`src/rtl/biquad_pkg.sv`:
```
// Shared types and constants for the multi-channel biquad filter.
package biquad_pkg;

   // Coefficient bank slot indices (also the coef_sel encoding)
   localparam logic [2:0] A1 = 3'd0;
   localparam logic [2:0] A2 = 3'd1;
   localparam logic [2:0] B0 = 3'd2;
   localparam logic [2:0] B1 = 3'd3;
   localparam logic [2:0] B2 = 3'd4;

   localparam int unsigned NCOEF  = 5;
   // History words are stored at the sample width of the default build
   localparam int unsigned HIST_W = 16;

   typedef enum logic [1:0] {
      S_IDLE,
      S_MAC,
      S_SAT,
      S_OUT
   } state_t;

   // Per-channel direct-form-I history
   typedef struct packed {
      logic signed [HIST_W-1:0] x1;
      logic signed [HIST_W-1:0] x2;
      logic signed [HIST_W-1:0] y1;
      logic signed [HIST_W-1:0] y2;
   } hist_t;

endpackage

```
`src/rtl/biquad_mac.sv`:
```
// Shared signed multiply-accumulate with round-half-up and output clamp.
module biquad_mac #(
   parameter int unsigned DATAWIDTH = 16,
   parameter int unsigned COEFWIDTH = 16,
   parameter int unsigned COEF_FRAC = 14,
   parameter int unsigned GUARD     = 4
) (
   input  logic                        clk,
   input  logic                        nreset,
   input  logic                        clear,
   input  logic                        acc_en,
   input  logic signed [COEFWIDTH-1:0] coef,
   input  logic signed [DATAWIDTH-1:0] data,
   output logic signed [DATAWIDTH-1:0] y_c,
   output logic                        sat_c
);

   localparam int unsigned PW = DATAWIDTH + COEFWIDTH;
   localparam int unsigned AW = PW + GUARD;

   localparam logic signed [AW-1:0] HALF = AW'(1) << (COEF_FRAC - 1);
   localparam logic signed [AW-1:0] YMAX = AW'((64'd1 << (DATAWIDTH - 1)) - 64'd1);
   localparam logic signed [AW-1:0] YMIN = ~YMAX;

   logic signed [PW-1:0] prod_c;
   logic signed [AW-1:0] acc;
   logic signed [AW-1:0] rsum_c;
   logic signed [AW-1:0] rnd_c;

   // Full-precision signed product of the current tap
   assign prod_c = PW'(coef) * PW'(data);

   // Accumulator: cleared between samples, one tap per enabled cycle
   always_ff @(posedge clk or negedge nreset) begin
      if (!nreset) begin
         acc <= '0;
      end else if (clear) begin
         acc <= '0;
      end else if (acc_en) begin
         acc <= acc + AW'(prod_c);
      end
   end

   // Round to nearest (ties toward +inf), then clamp to the sample range
   always_comb begin
      rsum_c = acc + HALF;
      rnd_c  = rsum_c >>> COEF_FRAC;
      y_c    = rnd_c[DATAWIDTH-1:0];
      sat_c  = 1'b0;
      if (rnd_c > YMAX) begin
         y_c   = YMAX[DATAWIDTH-1:0];
         sat_c = 1'b1;
      end else if (rnd_c < YMIN) begin
         y_c   = YMIN[DATAWIDTH-1:0];
         sat_c = 1'b1;
      end
   end

endmodule

```
`src/rtl/biquad_mc.sv`:
```
// Time-multiplexed multi-channel direct-form-I biquad with one shared MAC.
module biquad_mc
   import biquad_pkg::*;
#(
   parameter int unsigned DATAWIDTH = 16,
   parameter int unsigned COEFWIDTH = 16,
   parameter int unsigned COEF_FRAC = 14,
   parameter int unsigned NCH       = 4,
   parameter int unsigned GUARD     = 4,
   localparam int unsigned CHW      = (NCH > 1) ? $clog2(NCH) : 1
) (
   input  logic                        clk,
   input  logic                        nreset,
   input  logic                        in_valid,
   output logic                        in_ready,
   input  logic [CHW-1:0]              in_ch,
   input  logic signed [DATAWIDTH-1:0] in_data,
   output logic                        out_valid,
   input  logic                        out_ready,
   output logic [CHW-1:0]              out_ch,
   output logic signed [DATAWIDTH-1:0] out_data,
   output logic                        out_sat,
   input  logic                        coef_we,
   input  logic [CHW-1:0]              coef_ch,
   input  logic [2:0]                  coef_sel,
   input  logic signed [COEFWIDTH-1:0] coef_wdata,
   output logic signed [COEFWIDTH-1:0] coef_rdata,
   input  logic                        clr,
   input  logic [CHW-1:0]              clr_ch
);

   localparam bit FULL_CH = (NCH == (1 << CHW));

   logic signed [COEFWIDTH-1:0] coef_mem [NCH][NCOEF];
   hist_t                       hist_mem [NCH];

   state_t                      state;
   logic [2:0]                  cnt;
   logic [CHW-1:0]              s_ch;
   logic                        s_ok;
   logic signed [DATAWIDTH-1:0] s_x;
   logic signed [COEFWIDTH-1:0] s_coef [NCOEF];
   hist_t                       s_hist;

   logic                        in_ok_c;
   logic                        coef_ok_c;
   logic                        clr_ok_c;
   logic                        sel_ok_c;
   logic signed [COEFWIDTH-1:0] tap_coef_c;
   logic signed [DATAWIDTH-1:0] tap_data_c;
   logic signed [DATAWIDTH-1:0] mac_y_c;
   logic                        mac_sat_c;

   // Channel range checks only exist when NCH is not a power of two
   if (FULL_CH) begin : g_full_ch
      assign in_ok_c   = 1'b1;
      assign coef_ok_c = 1'b1;
      assign clr_ok_c  = 1'b1;
   end else begin : g_part_ch
      assign in_ok_c   = (in_ch   < CHW'(NCH));
      assign coef_ok_c = (coef_ch < CHW'(NCH));
      assign clr_ok_c  = (clr_ch  < CHW'(NCH));
   end

   assign sel_ok_c   = (coef_sel < 3'(NCOEF));
   assign coef_rdata = (coef_ok_c && sel_ok_c) ? coef_mem[coef_ch][coef_sel] : '0;

   // Coefficient bank writes, visible from the next accepted sample
   always_ff @(posedge clk or negedge nreset) begin
      if (!nreset) begin
         coef_mem <= '{default: '0};
      end else if (coef_we && coef_ok_c && sel_ok_c) begin
         coef_mem[coef_ch][coef_sel] <= coef_wdata;
      end
   end

   // History write-back after saturation; a same-cycle clear takes priority
   always_ff @(posedge clk or negedge nreset) begin
      if (!nreset) begin
         hist_mem <= '{default: '0};
      end else begin
         if ((state == S_SAT) && s_ok) begin
            hist_mem[s_ch] <= '{x1: s_x, x2: s_hist.x1, y1: mac_y_c, y2: s_hist.y1};
         end
         if (clr && clr_ok_c) begin
            hist_mem[clr_ch] <= '0;
         end
      end
   end

   // Tap select: b0*x, b1*x1, b2*x2, a1*y1, a2*y2
   always_comb begin
      tap_coef_c = s_coef[B0];
      tap_data_c = s_x;
      case (cnt)
         3'd1: begin tap_coef_c = s_coef[B1]; tap_data_c = s_hist.x1; end
         3'd2: begin tap_coef_c = s_coef[B2]; tap_data_c = s_hist.x2; end
         3'd3: begin tap_coef_c = s_coef[A1]; tap_data_c = s_hist.y1; end
         3'd4: begin tap_coef_c = s_coef[A2]; tap_data_c = s_hist.y2; end
         default: ;
      endcase
   end

   biquad_mac #(
      .DATAWIDTH (DATAWIDTH),
      .COEFWIDTH (COEFWIDTH),
      .COEF_FRAC (COEF_FRAC),
      .GUARD     (GUARD)
   ) u_mac (
      .clk    (clk),
      .nreset (nreset),
      .clear  (state == S_IDLE),
      .acc_en (state == S_MAC),
      .coef   (tap_coef_c),
      .data   (tap_data_c),
      .y_c    (mac_y_c),
      .sat_c  (mac_sat_c)
   );

   // Sample sequencer: accept+snapshot, 5 MAC taps, saturate, hold output
   always_ff @(posedge clk or negedge nreset) begin
      if (!nreset) begin
         state     <= S_IDLE;
         cnt       <= '0;
         in_ready  <= 1'b0;
         out_valid <= 1'b0;
         out_ch    <= '0;
         out_data  <= '0;
         out_sat   <= 1'b0;
         s_ch      <= '0;
         s_ok      <= 1'b0;
         s_x       <= '0;
         s_coef    <= '{default: '0};
         s_hist    <= '0;
      end else begin
         case (state)
            S_IDLE: begin
               in_ready <= 1'b1;
               if (in_valid && in_ready) begin
                  in_ready <= 1'b0;
                  s_ch     <= in_ch;
                  s_ok     <= in_ok_c;
                  s_x      <= in_data;
                  s_coef   <= coef_mem[in_ch];
                  s_hist   <= hist_mem[in_ch];
                  cnt      <= '0;
                  state    <= S_MAC;
               end
            end
            S_MAC: begin
               cnt <= cnt + 3'd1;
               if (cnt == 3'd4) begin
                  state <= S_SAT;
               end
            end
            S_SAT: begin
               out_ch    <= s_ch;
               out_data  <= s_ok ? mac_y_c : '0;
               out_sat   <= s_ok && mac_sat_c;
               out_valid <= 1'b1;
               state     <= S_OUT;
            end
            S_OUT: begin
               if (out_ready) begin
                  out_valid <= 1'b0;
                  in_ready  <= 1'b1;
                  state     <= S_IDLE;
               end
            end
            default: state <= S_IDLE;
         endcase
      end
   end

endmodule

```
`config.mk`:
```
export PLATFORM = sky130hd
export DESIGN_NAME = biquad_mc
export DESIGN_NICKNAME = d
export VERILOG_FILES = /design/src/rtl/biquad_pkg.sv /design/src/rtl/biquad_mac.sv /design/src/rtl/biquad_mc.sv
export SDC_FILE = /design/constraint.sdc
export NUM_CORES = 2
export LEC_CHECK = 0
export BUFFER_PORTS_ARGS = -buffer_cell sky130_fd_sc_hd__buf_4
export CAP_MARGIN = 20
export CORE_UTILIZATION = 46
export CTS_CLUSTER_DIAMETER = 50
export CTS_CLUSTER_SIZE = 24
export DETAILED_ROUTE_END_ITERATION = 10
export SLEW_MARGIN = 40
export SYNTH_ARGS = -nofsm -noshare
export SYNTH_HDL_FRONTEND = slang
export SYNTH_SLANG_ARGS = --single-unit
```
`constraint.sdc`:
```
create_clock -name clk -period 19.6 [get_ports clk]
set_clock_uncertainty 0.15 [all_clocks]
set_input_delay 1.96 -clock clk [delete_from_list [all_inputs] [get_ports clk]]
set_output_delay 1.96 -clock clk [all_outputs]
set_load 0.005 [all_outputs]
```
; ---- Word level (Yosys, flattened, before mapping)
; Cells that the tools add are included.
[classes]
add_sub_neg = 3
multipliers = 1
n_lt_le_gt_ge = 12
n_eq_ne = 10
muxes = 45
n_bitwise = 7
n_reduce_logical = 17
[op_table]
columns = cell, n
row1 = 256-bit 2-to-1 mux, 2
row2 = 80-bit 2-to-1 mux, 5
row3 = 80-bit binary-select mux with 2-bit select, 2
row4 = 320-bit bitwise mux, 1
row5 = 256-bit bitwise AND, 1
row6 = 256-bit bitwise mux, 1
row7 = 64-bit demux with 2-bit select, 2
row8 = 64-bit 2-to-1 mux, 4
row9 = 256-bit inverter, 1
row10 = 80-bit demux with 2-bit select, 1
row11 = 64-bit binary-select mux with 2-bit select, 1
row12 = 16-bit case mux with 4 select lines, 2
row13 = 16-bit 2-to-1 mux, 7
row14 = 36-bit 2-to-1 mux, 2
row15 = 16-bit binary-select mux with 3-bit select, 1
row16 = 16-bit demux with 3-bit select, 1
row17 = "36-bit by 15-bit adder with 36-bit output, second input constant", 1
row18 = 36-bit by 32-bit adder with 36-bit output, 1
row19 = 16-bit by 16-bit multiplier with 32-bit output, 1
row20 = "22-bit by 16-bit > comparator with 1-bit output, second input constant", 1
row21 = "22-bit by 16-bit < comparator with 1-bit output, second input constant", 1
row22 = "3-bit >= comparator, second input constant", 4
row23 = 2-bit inverter with 3-bit output, 4
row24 = "3-bit by 1-bit < comparator with 1-bit output, second input constant", 3
row25 = 22 further kinds, 45
[totals]
register_bits = 801
in_bits = 47
out_inout_bits = 37
wordCells = 151

; ---- Logic depth before layout (Yosys ltp)
[logic_depth]
ltp_word = 9
ltp_mapped = 31

; ---- Hierarchy
; Synthesis repeated with hierarchy kept, for this count alone.
[hier_totals]
cells_unflattened = 4408
area_unflattened_um2 = 49975.4
[by_module_without_submodules]
columns = module, instances, cells_per_inst, area_each_um2, seq_area_each_um2
row1 = biquad_mc, 1, 2889, 36133.4, 19143.4
row2 = biquad_mac, 1, 1519, 13842.0, 900.9

; ---- Worst setup path after synthesis
; No wires, ideal clock.
[synth_timing]
path_kind = reg2reg
startpoint = reg cnt[0]
endpoint = reg u_mac.acc[33]
arrival_ns = 7.613
t_required_ns = 19.328
setup_slack_ns = 11.716
stages_incl_launch_ff = 29
period_less_slack_ns = 7.884
path_cell_list = dfrtp_1 > inv_1 > ha_1 > and2_1 > buf_2 > o21bai_2 > buf_2 > buf_1 > a31oi_1 > clkbuf_1 > nand2_1 > fa_1 > inv_1 > fa_1 > fa_1 > fa_1 > fa_1 > inv_1 > fa_1 > inv_1 > ha_1 > a211oi_1 > o21bai_1 > o311a_1 > a221o_1 > o2111ai_1 > a21oi_1 > or3_1 > a32o_1
[synth_between]
elab_chain_cells = 6
elab_cells_between_ends = 10
classes_between = 1 x add/sub / 1 x mul / 4 x eq/ne / 4 x mux
[synth_lines]
columns = element, line_no
row1 = start: declaration, biquad_mc.sv:38  ; logic [2:0] cnt;
row2 = start signal: assignment, biquad_mc.sv:151  ; cnt <= cnt + 3'd1;
row3 = "3-bit equality test, or another cell as far along", biquad_mc.sv:95  ; case (cnt)
row4 = 16-bit case mux with 4 select lines, biquad_mc.sv:95
row5 = 16-bit by 16-bit multiplier with 32-bit output (*), biquad_mac.sv:31  ; assign prod_c = PW'(coef) * PW'(data);
row6 = 36-bit by 32-bit adder with 36-bit output (*), biquad_mac.sv:40  ; acc <= acc + AW'(prod_c);
row7 = 36-bit 2-to-1 mux (*), biquad_mac.sv:39  ; end else if (acc_en) begin
row8 = 36-bit 2-to-1 mux (*), biquad_mac.sv:37  ; end else if (clear) begin
row9 = end signal: assignment, biquad_mac.sv:40
row10 = end: declaration, biquad_mac.sv:26  ; logic signed [AW-1:0] acc;
; Mark *: on every way between the ends. The rest lies on a longest branch, timed or not. The select of a mux whose other input is x is not followed.
; A chain may end at the register's enable or synchronous reset.

; ---- Worst setup path in the final report
; Same ends and word-level chain as after synthesis.

==> run metrics <==
Post-Synth Simple-Gate Area 8.26%; final wirelength between 100 and 150 mm; Hold Buf Count CTS 0; largest family of logic cells by synthesized area multiplexers; clock-pin slew on the worst setup and hold paths roughly 60 ps; Overflow after GRT 0; Hold Crit Class reg -> reg; Fin Setup TNS 0 ps; routability cong. approximately 0.91; Syn Area/Cell around 12 um^2; slowest cell delay on critical path 660 ps; distinct cell type count after synthesis 71; asr flop ratio synth 100%; CTS buffer count 97; share of layout cells above drive strength 1 a little over a quarter; vias approximately 33000; die width around 330 um; Critical Path Start Type flop; CP max-delay cell fa_1; CTS Sinks 801; Synth Area in Compound Gates between 7 and 8%; Initial Utilization a little under half; max_cap viols 0; Area contributors post-synth dfrtp_1 (40%), fa_1 (13%), mux2_2 (11%), mux4_2 (10%), nand2_1 (4.1%); Total Routing Usage GR 25.2%; largest net degree at the start of global routing 149; synth cell count leaders dfrtp_1 (801), nand2_1 (539), mux2_2 (485); die area roughly 110000 um^2; Routed wire per std cell ~23 um; WP data required roughly 20000 ps; TritonCTS clock tree done; nets@finish between 4000 and 5000; root buffer cell clkbuf_16; ys flop type dfrtp_1; Place WS about 11000 ps; synthesized net count 4723; Synth Area in XOR/XNOR 0.739%; post-CTS setup buffer count 0; Max-slew headroom between 30% and 40%; antenna cell count 0; Final setup viols 0; worst setup path class reg -> reg; area leader, netlist dfrtp_1; Routed Antenna Nets 0; post-CTS sizing 0; Hold Slack between 300 and 400 ps; clk buf depth 3; H-tree level count 3; area grow syn2layout 11.6%; Worst Setup Slack, final 10740 ps; DP HPWL between 80 and 90 mm; Syn Std Cell Area slightly below 50000 um^2; multiplexer share of the synthesized area 22.4%; Reg2Reg Depth 27; Peak Freq 0.113 GHz; number of port buffers 83; Seq/Total Area, Yosys roughly 40%; Synth Register Bits approximately 800; total of warnings raised by yosys 0; Starting DRT DRC Count between 2000 and 2500; vias per inst slightly below 6; Synth Instances about 4200; IO Pins 84; number of global-route vias before repair ~34000; die height ~330 um; CP Data Arrival Time 9270 ps; # DRC 0; Worst Max-Slew Pin Slew roughly 900 ps; Core ar. between 100000 and 150000 um^2; status finished, final reports clean; count of final max-slew check failures 0; final hold violation count 0; Final min period between 8000 and 9000 ps; row cnt 120; Pre-antenna DRT Iters 7; crit end category flop; most frequent cell after synthesis dfrtp_1; hold depth 1; crit-path max FO 49; RSZ-0062 raised after global routing false; Adder-Cell Fraction of Synth Area ~16%; post-synth top area share between 40 and 50%; worst skew pair latency 700 ps; first-pass GRT wire length between 200 and 250 mm; final period utilization between 40% and 50%; initial antenna violation count 3; Post-synth EDFFs 0
[path summary, 6_finish.rpt]
check,from,endpoint,slack (ps)
max,cnt[0],u_mac.acc[33],10740
min,s_coef[69],s_coef[69],360
max reg2reg,cnt[0],u_mac.acc[33],10740
min reg2reg,s_coef[69],s_coef[69],360
max in group asynchronous,nreset,coef_mem[184],15250
min in group asynchronous,nreset,hist_mem[20],1040
[flip-flops by register name, indices dropped and copies added (netlist names), 3 cells and up]
| name | cells |
|---|---|
| cnt | 3 |
| coef_mem | 320 |
| hist_mem | 256 |
| out_data | 16 |
| s_coef | 80 |
| s_hist | 64 |
| s_x | 16 |
| u_mac.acc | 36 |
[cells in the final DEF (no fill, tap or decap), types with 22 or more instances in the layout]
cell type  instances
clkbuf_16        100
mux2_2           485
a31oi_1           22
nand2_1          522
nor2_1           247
dfrtp_1          801
xnor2_1           26
a21oi_1          246
a22oi_1           64
buf_4            127
nand3_1           26
fa_1             314
o21ai_0           33
inv_1            416
mux2i_1           51
ha_1             115
a221o_1           53
mux4_2           224
[cell families after synthesis]
kind of cell | count (synthesis)
simple gates | 962
flops | 801
mux | 770
buf+inv | 697
compound gates | 543
fa+ha+maj | 431
xor+xnor | 41
[metrics by stage]
step,util [%],cell area [um^2],cells
2_1_floorplan,-,49600,4245
3_3_place_gp,48.1,51500,5512
3_5_place_dp,48.4,51800,5518
4_1_cts,51.6,55300,5700
5_1_grt,51.7,55400,5703
6_report,51.7,55400,5703
[routing by layer]
| layer | vias to the layer above | routed length [um] | global-route usage (%) | part of all wire, % |
|---|---|---|---|---|
| met4 | 4 | 2950 | 6.44 | 2.2 |
| li1 | 14549 | - | - | - |
| met5 | - | 29 | 0 | 0.022 |
| met2 | 1087 | 60700 | 38.6 | 45 |
| met1 | 17166 | 61700 | 37.6 | 46 |
| met3 | 201 | 8360 | 3.69 | 6.2 |
[critical path: cells and delay by family, from the launching register on]
family          cells  cell delay (ps)
fa+ha+maj           8             3620
compound gates      8             2200
buf+inv             7             1060
simple gates        3              870
flops               1              420
mux                 1              390
[layout make-up]
type / count / area, um^2
Sequential cell: 801 / 20000
Clock inverter: 72 / 847
Multi-Input combinational cell: 2747 / 27200
Clock buffer: 110 / 2600
Fill cell: 9364 / 51700
Tap cell: 1403 / 1760
Inverter: 417 / 1570
Timing Repair Buffer: 153 / 1400
Power is not shown: default switching activity piles up to over one toggle a cycle in this logic, so the estimate is an artifact.
